===== src/rtl/mealy_accum_mc_if.sv =====
// mealy_accum_mc_if
//   Sample-in / result-out bundle for mealy_accum_mc.
//   slave  : the accumulator's view (samples and out_ready in, results out)
//   master : the source/sink view (mirror of slave)
//   Input side : in_valid, in_ready, in_chan, in_data, in_clear
//   Flush      : flush_req, flush_busy
//   Output side: out_valid, out_ready, out_chan, out_data, out_flush, out_sat
interface mealy_accum_mc_if #(
    parameter int DATA_W = 9,
    parameter int ACC_W  = 12,
    parameter int NCH    = 4,
    parameter int CH_W   = $clog2(NCH)
);
    logic                     in_valid;
    logic                     in_ready;
    logic [CH_W-1:0]          in_chan;
    logic signed [DATA_W-1:0] in_data;
    logic                     in_clear;
    logic                     flush_req;
    logic                     flush_busy;
    logic                     out_valid;
    logic                     out_ready;
    logic [CH_W-1:0]          out_chan;
    logic signed [ACC_W-1:0]  out_data;
    logic                     out_flush;
    logic                     out_sat;

    modport slave (
        input  in_valid, in_chan, in_data, in_clear, flush_req, out_ready,
        output in_ready, flush_busy, out_valid, out_chan, out_data, out_flush, out_sat
    );

    modport master (
        output in_valid, in_chan, in_data, in_clear, flush_req, out_ready,
        input  in_ready, flush_busy, out_valid, out_chan, out_data, out_flush, out_sat
    );
endinterface


===== src/rtl/mealy_accum_mc.sv =====
// mealy_accum_mc
//   Multi-channel Mealy accumulator. Each accepted sample emits its channel's
//   pre-update sum; the channel then holds sum + sample (or the sample alone
//   when in_clear). A flush request dumps every channel in order and zeroes it.
//   Ports:
//     system1000      : clock, rising edge
//     system1000_rstn : asynchronous active-low reset
//     bus             : mealy_accum_mc_if.slave (handshakes, data, flush)
//   Optional build macro MEALY_ACCUM_MC_SAT_EN: sums clamp to the ACC_W signed
//   range and out_sat flags the clamped beat; otherwise sums wrap and out_sat=0.
module mealy_accum_mc #(
    parameter int DATA_W = 9,
    parameter int ACC_W  = 12,
    parameter int NCH    = 4,
    parameter int CH_W   = $clog2(NCH)
) (
    input  logic system1000,
    input  logic system1000_rstn,
    mealy_accum_mc_if.slave bus
);
    typedef enum logic {IDLE, FLUSH} state_t;

    localparam logic [CH_W:0]   NCH_L  = (CH_W+1)'(NCH);
    localparam logic [CH_W-1:0] K_LAST = CH_W'(NCH - 1);

    state_t                  state_q, state_d;
    logic                    flush_pend_q, flush_pend_d;
    logic [CH_W-1:0]         k_q, k_d;
    logic signed [ACC_W-1:0] acc_q [NCH];
    logic signed [ACC_W-1:0] acc_d [NCH];
    logic                    out_valid_q, out_valid_d;
    logic [CH_W-1:0]         out_chan_q, out_chan_d;
    logic signed [ACC_W-1:0] out_data_q, out_data_d;
    logic                    out_flush_q, out_flush_d;

    logic                    out_free, in_fire, legal;
    logic signed [ACC_W-1:0] acc_sel, upd;
    logic                    ovf;

    // Output register may take a new beat when empty or being drained now.
    assign out_free    = ~out_valid_q | bus.out_ready;
    assign bus.in_ready = (state_q == IDLE) & ~flush_pend_q & out_free;
    assign in_fire     = bus.in_valid & bus.in_ready;
    assign legal       = {1'b0, bus.in_chan} < NCH_L;
    assign acc_sel     = acc_q[bus.in_chan];

`ifdef MEALY_ACCUM_MC_SAT_EN
    logic signed [ACC_W:0] sum;
    logic                  out_sat_q, out_sat_d;

    // One extra bit catches overflow: top two bits disagree -> clamp by sign.
    always_comb begin
        sum = (ACC_W+1)'(acc_sel) + (ACC_W+1)'(bus.in_data);
        ovf = 1'b0;
        upd = sum[ACC_W-1:0];
        if (sum[ACC_W] != sum[ACC_W-1]) begin
            ovf = 1'b1;
            upd = sum[ACC_W] ? {1'b1, {(ACC_W-1){1'b0}}} : {1'b0, {(ACC_W-1){1'b1}}};
        end
    end
    assign bus.out_sat = out_sat_q;
`else
    assign upd         = acc_sel + ACC_W'(bus.in_data);
    assign ovf         = 1'b0;
    assign bus.out_sat = 1'b0;
`endif

    always_comb begin
        state_d      = state_q;
        flush_pend_d = flush_pend_q;
        k_d          = k_q;
        acc_d        = acc_q;
        out_valid_d  = out_valid_q & ~bus.out_ready;
        out_chan_d   = out_chan_q;
        out_data_d   = out_data_q;
        out_flush_d  = out_flush_q;
`ifdef MEALY_ACCUM_MC_SAT_EN
        out_sat_d    = out_sat_q;
`endif
        case (state_q)
            IDLE: begin
                // Illegal channels are consumed with no beat and no state change.
                if (in_fire && legal) begin
                    out_valid_d = 1'b1;
                    out_chan_d  = bus.in_chan;
                    out_data_d  = acc_sel;
                    out_flush_d = 1'b0;
`ifdef MEALY_ACCUM_MC_SAT_EN
                    out_sat_d   = ~bus.in_clear & ovf;
`endif
                    acc_d[bus.in_chan] = bus.in_clear ? ACC_W'(bus.in_data) : upd;
                end
                // in_ready already excludes flush_pend, so a flush never races a sample.
                if (flush_pend_q && out_free) begin
                    state_d      = FLUSH;
                    flush_pend_d = 1'b0;
                end else if (bus.flush_req) begin
                    flush_pend_d = 1'b1;
                end
            end
            FLUSH: begin
                if (out_free) begin
                    out_valid_d = 1'b1;
                    out_chan_d  = k_q;
                    out_data_d  = acc_q[k_q];
                    out_flush_d = 1'b1;
`ifdef MEALY_ACCUM_MC_SAT_EN
                    out_sat_d   = 1'b0;
`endif
                    acc_d[k_q]  = '0;
                    if (k_q == K_LAST) begin
                        k_d     = '0;
                        state_d = IDLE;
                    end else begin
                        k_d = k_q + 1'b1;
                    end
                end
            end
            default: state_d = IDLE;
        endcase
    end

    always_ff @(posedge system1000 or negedge system1000_rstn) begin
        if (!system1000_rstn) begin
            state_q      <= IDLE;
            flush_pend_q <= 1'b0;
            k_q          <= '0;
            for (int i = 0; i < NCH; i++) acc_q[i] <= '0;
            out_valid_q  <= 1'b0;
            out_chan_q   <= '0;
            out_data_q   <= '0;
            out_flush_q  <= 1'b0;
`ifdef MEALY_ACCUM_MC_SAT_EN
            out_sat_q    <= 1'b0;
`endif
        end else begin
            state_q      <= state_d;
            flush_pend_q <= flush_pend_d;
            k_q          <= k_d;
            acc_q        <= acc_d;
            out_valid_q  <= out_valid_d;
            out_chan_q   <= out_chan_d;
            out_data_q   <= out_data_d;
            out_flush_q  <= out_flush_d;
`ifdef MEALY_ACCUM_MC_SAT_EN
            out_sat_q    <= out_sat_d;
`endif
        end
    end

    assign bus.flush_busy = (state_q == FLUSH) | flush_pend_q;
    assign bus.out_valid  = out_valid_q;
    assign bus.out_chan   = out_chan_q;
    assign bus.out_data   = out_data_q;
    assign bus.out_flush  = out_flush_q;
endmodule

===== src/flat_wrapper.sv =====
// flat-port wrapper written by rule: the top's interface ports become plain ports
module mealy_accum_mc_flat 
#(
    parameter int DATA_W = 9,
    parameter int ACC_W  = 12,
    parameter int NCH    = 4,
    parameter int CH_W   = $clog2(NCH)
)
  (system1000, system1000_rstn, bus_in_valid, bus_in_chan, bus_in_data, bus_in_clear, bus_flush_req, bus_out_ready, bus_in_ready, bus_flush_busy, bus_out_valid, bus_out_chan, bus_out_data, bus_out_flush, bus_out_sat);
  mealy_accum_mc_if #(.DATA_W(DATA_W), .ACC_W(ACC_W), .NCH(NCH), .CH_W(CH_W)) bus_i ();
  input  logic system1000;
  input  logic system1000_rstn;
  input wire logic [$bits(bus_i.in_valid)-1:0] bus_in_valid;
  input wire logic [$bits(bus_i.in_chan)-1:0] bus_in_chan;
  input wire logic [$bits(bus_i.in_data)-1:0] bus_in_data;
  input wire logic [$bits(bus_i.in_clear)-1:0] bus_in_clear;
  input wire logic [$bits(bus_i.flush_req)-1:0] bus_flush_req;
  input wire logic [$bits(bus_i.out_ready)-1:0] bus_out_ready;
  output wire logic [$bits(bus_i.in_ready)-1:0] bus_in_ready;
  output wire logic [$bits(bus_i.flush_busy)-1:0] bus_flush_busy;
  output wire logic [$bits(bus_i.out_valid)-1:0] bus_out_valid;
  output wire logic [$bits(bus_i.out_chan)-1:0] bus_out_chan;
  output wire logic [$bits(bus_i.out_data)-1:0] bus_out_data;
  output wire logic [$bits(bus_i.out_flush)-1:0] bus_out_flush;
  output wire logic [$bits(bus_i.out_sat)-1:0] bus_out_sat;
  assign bus_i.in_valid = bus_in_valid;
  assign bus_i.in_chan = bus_in_chan;
  assign bus_i.in_data = bus_in_data;
  assign bus_i.in_clear = bus_in_clear;
  assign bus_i.flush_req = bus_flush_req;
  assign bus_i.out_ready = bus_out_ready;
  assign bus_in_ready = bus_i.in_ready;
  assign bus_flush_busy = bus_i.flush_busy;
  assign bus_out_valid = bus_i.out_valid;
  assign bus_out_chan = bus_i.out_chan;
  assign bus_out_data = bus_i.out_data;
  assign bus_out_flush = bus_i.out_flush;
  assign bus_out_sat = bus_i.out_sat;
  mealy_accum_mc #(.DATA_W(DATA_W), .ACC_W(ACC_W), .NCH(NCH), .CH_W(CH_W)) u_core (.system1000(system1000), .system1000_rstn(system1000_rstn), .bus(bus_i));
endmodule

===== config.mk =====
export PLATFORM = sky130hd
export DESIGN_NAME = mealy_accum_mc_flat
export DESIGN_NICKNAME = d
export VERILOG_FILES = /design/src/rtl/mealy_accum_mc_if.sv /design/src/rtl/mealy_accum_mc.sv /design/src/flat_wrapper.sv
export SDC_FILE = /design/constraint.sdc
export NUM_CORES = 1
export LEC_CHECK = 0
export CORE_UTILIZATION = 60
export CTS_BUF_LIST = sky130_fd_sc_hd__clkbuf_8
export CTS_CLUSTER_SIZE = 30
export DETAILED_ROUTE_END_ITERATION = 8
export PLACE_DENSITY = 0.84
export SYNTH_ARGS = -nofsm -noshare
export SYNTH_HDL_FRONTEND = slang
export SYNTH_SLANG_ARGS = --single-unit

===== constraint.sdc =====
create_clock -name system1000 -period 2.7 [get_ports system1000]
set_input_delay 0.54 -clock system1000 [delete_from_list [all_inputs] [get_ports system1000]]
set_output_delay 0.54 -clock system1000 [all_outputs]
set_load 0.03 [all_outputs]

==> impl_metrics.csv <==
group,metric,value,unit
outcome,status,"finished, violations left",
outcome,failed_checks,"DRC",
timing,finalSetupViolCount,0,
global_routing,grt_pass1_wl,16900,um
detailed_routing,routedWlPerCell,20.3,um
global_routing,antenna_found_initial,0,
power_and_ir_drop,p_leak,2.17,nW
clocking,cts_tree,"yes",
timing,worst_slack,71.8,ps
setup_path,slowest_stage,"mux4_2",
timing,min_period,2630,ps
setup_path,cp_top_family,"compound AO/OA/AOI/OAI gates",
floorplanning,start_util,62.6,%
timing,fin_crit_sh,97.3,%
run,drv_cap,0,
clocking,root_buffer,"clkbuf_8",
placement,place.gp.congestion,0.993,
setup_path,cp.required,2970,ps
cells_and_area,drive_gt1_share,25.2,%
clocking,clockBufferDepth,2,
clocking,cts_sinks,68,
setup_path,cp_max_fo,4,
detailed_routing,ant_nets,0,
power_and_ir_drop,total_power,5.07,mW
setup_path,regToRegSetupSlack,70,ps
detailed_routing,vias,3415,
timing,slew_violations,0,
setup_path,setup.worst_path.class,"flop to flop",
setup_path,cp-start-kind,"flop",
yosys,yosys_register_bits,68,
min_path,min_path_type,"input port to async pin",
floorplanning,rows,29,
power_and_ir_drop,powerDensity,1020,nW/um^2
cells_and_area,antenna_cells,0,
setup_path,worstSetupEndpointType,"flop",
detailed_routing,drc,6,
global_routing,grt_overflow,0,
timing,tightest_slew,840,ps
setup_path,slowest_delay,520,ps
cells_and_area,layout_commonest_cell,"dfrtp_1",
yosys,syn_area_per_cell,10.5,sq um
global_routing,grt_max_degree,69,
setup_path,crit_chain,"mux4_2 > ha_4 > fa_2 > a21o_4 > a221oi_4 > o211ai_1 > o31ai_2 > a21oi_2 > o21ai_1",
floorplanning,ioPinCount,36,
floorplanning,core,6420,sq um
yosys,syn_inst,383,
clocking,path_clk_slew,70,ps
floorplanning,dieArea,7030,sq um
setup_path,crit_buf_inv,0,
yosys,yosysSeqAreaShare,42.4,%
yosys,syn_area,4020,sq um
detailed_routing,viasPerCell,6.55,
cells_and_area,syn_to_final_growth,23.5,%
timing,relSlewSlack,44.0,%
placement,placedInstanceArea,4590,sq um
yosys,synth_warnings,0,
placement,hpwl,7360,um
detailed_routing,drt_wl_total,10600,um
cells_and_area,layout_common_cells,"68 x dfrtp_1, 58 x nand2_1, 44 x o21ai_0, 34 x buf_4, 31 x clkdlybuf4s50_1",
power_and_ir_drop,ir_drop,562,uV
detailed_routing,dr.pass1.iters,7,
cells_and_area,final_area,4960,sq um
timing,rsz0062_at_grt,"true",
yosys,yosys.cell_types.count,47,
clocking,h-tree-depth,3,
setup_path,crit_arrival,2900,ps
global_routing,grt_pass1_vias,3425,
timing,skew,4.76,ps
global_routing,track_usage,31.9,%
yosys,mappedNetlistNets,416,
timing,hold_viol,0,
detailed_routing,drtIter0Drc,334,
clocking,cts_inserted_buffers,9,
timing,hold-worst-slack,373,ps
clocking,clk_latency,350,ps
placement,dpl_worst_slack,-748,ps
floorplanning,fp.dieW,83.8,um
floorplanning,fp.dieH,83.8,um
placement,io_buffer_count,34,
cells_and_area,nets,472,
timing,fmax,0.380,GHz
sequential cells by signal (all words and copies together) (netlist names):
signal                count
u_core.acc_q             48
u_core.bus.out_data      12
u_core.bus.out_chan       2
u_core.k_q                2
u_core.bus.out_flush      1
u_core.bus.out_valid      1
u_core.flush_pend_q       1
u_core.state_q            1
through the flow:
step / instances / utilization [%] / setup TNS [ps]
3_5_place_dp: 503 / 71.5 / -25330
3_3_place_gp: 503 / 71.5 / -23710
6_report: 521 / 77.3 / 0
5_1_grt: 521 / 77.3 / -175
4_1_cts: 520 / 75.7 / 0
2_1_floorplan: 383 / - / -40.7
synthesized netlist by cell type (all sizes together):
| cell | n | area [sq um] |
|---|---|---|
| mux4 | 23 | 518 |
| a31oi | 4 | 25.0 |
| ha | 15 | 188 |
| nand2 | 58 | 218 |
| a22oi | 1 | 7.51 |
| dfrtp | 68 | 1700 |
| fa | 1 | 20.0 |
| and3 | 4 | 25.0 |
| o211ai | 2 | 20.0 |
| mux2 | 2 | 26.3 |
| o21ai | 59 | 303 |
| a21o | 3 | 22.5 |
| a21oi | 30 | 158 |
| clkbuf | 13 | 50.0 |
| nor2b | 2 | 12.5 |
| inv | 5 | 18.8 |
| conb | 1 | 3.75 |
| nand2b | 4 | 25.0 |
| a21boi | 1 | 7.51 |
| a22o | 9 | 78.8 |
| a221oi | 1 | 15.0 |
| xor2 | 3 | 26.3 |
| or3 | 1 | 6.26 |
| o21a | 1 | 7.51 |
| mux2i | 17 | 170 |
| or2 | 4 | 25.0 |
| buf | 13 | 98.9 |
| xnor2 | 7 | 68.8 |
| a31o | 1 | 8.76 |
| nand3 | 4 | 25.0 |
| o31ai | 6 | 50.1 |
| nor3 | 4 | 20.0 |
| nor2 | 15 | 61.3 |
| and2 | 1 | 6.26 |
worst paths after layout:
check	start	cells after the start	endpoint
setup reg to reg	u_core.acc_q[0]$_DFFE_PN0P_	9	u_core.acc_q[20]$_DFFE_PN0P_
hold / removal	system1000_rstn	2	u_core.bus.out_data[6]$_DFFE_PN0P_
max in group asynchronous	system1000_rstn	2	u_core.acc_q[1]$_DFFE_PN0P_
min in group system1000	u_core.bus.out_data[4]$_DFFE_PN0P_	2	u_core.bus.out_data[4]$_DFFE_PN0P_
setup / recovery	u_core.acc_q[0]$_DFFE_PN0P_	9	u_core.acc_q[20]$_DFFE_PN0P_
hold reg to reg	u_core.bus.out_data[4]$_DFFE_PN0P_	2	u_core.bus.out_data[4]$_DFFE_PN0P_
final cells by class:
cell class                 instances  area [sq um]
multi-input combinational        284          2280
sequential                        68          1700
fill                             407          1460
timing repair buffer              71           627
clock buffer                      12           165
tap                               77          96.3
clock inverter                     4          71.3
inverter                           5          18.8
logic make-up after synthesis:
group,synth area share [%]
other,0.0933
AOI/OAI and AO/OA,17.5
and+or+nand+nor,10.6
xor gates and xnor gates,2.37
muxes,17.8
buffers and inverters,4.17
adders and majority gates,5.17
DFF,42.4
per-layer routing:
layer / routed length, um / track usage (%) / vias to the layer above / share of wire, %
met3: 729 / 6.63 / 27 / 6.9
met1: 4260 / 40.8 / 1737 / 40
met2: 5350 / 52.5 / 150 / 51
met5: 0 / 0 / - / 0
met4: 237 / 14.9 / 0 / 2.2
li1: - / - / 1501 / -
power breakdown:
part           switching, mW  internal (mW)  leakage (nW)  total (mW)
clock                  0.392          0.593         0.120       0.984
sequential             0.319           1.36         0.915        1.68
combinational           1.30           1.11          1.14        2.41
total                   2.01           3.06          2.17        5.07
timing repair:
action / in CTS / in global routing
hold endpoints to repair: 0 / 0
pin swaps: 3 / 10
gates resized for setup: 7 / 24
hold buffers: 0 / 0
setup endpoints to repair: 36 / 33
setup buffers: 1 / 1
No activity file was read; power rests on OpenSTA's default activity.
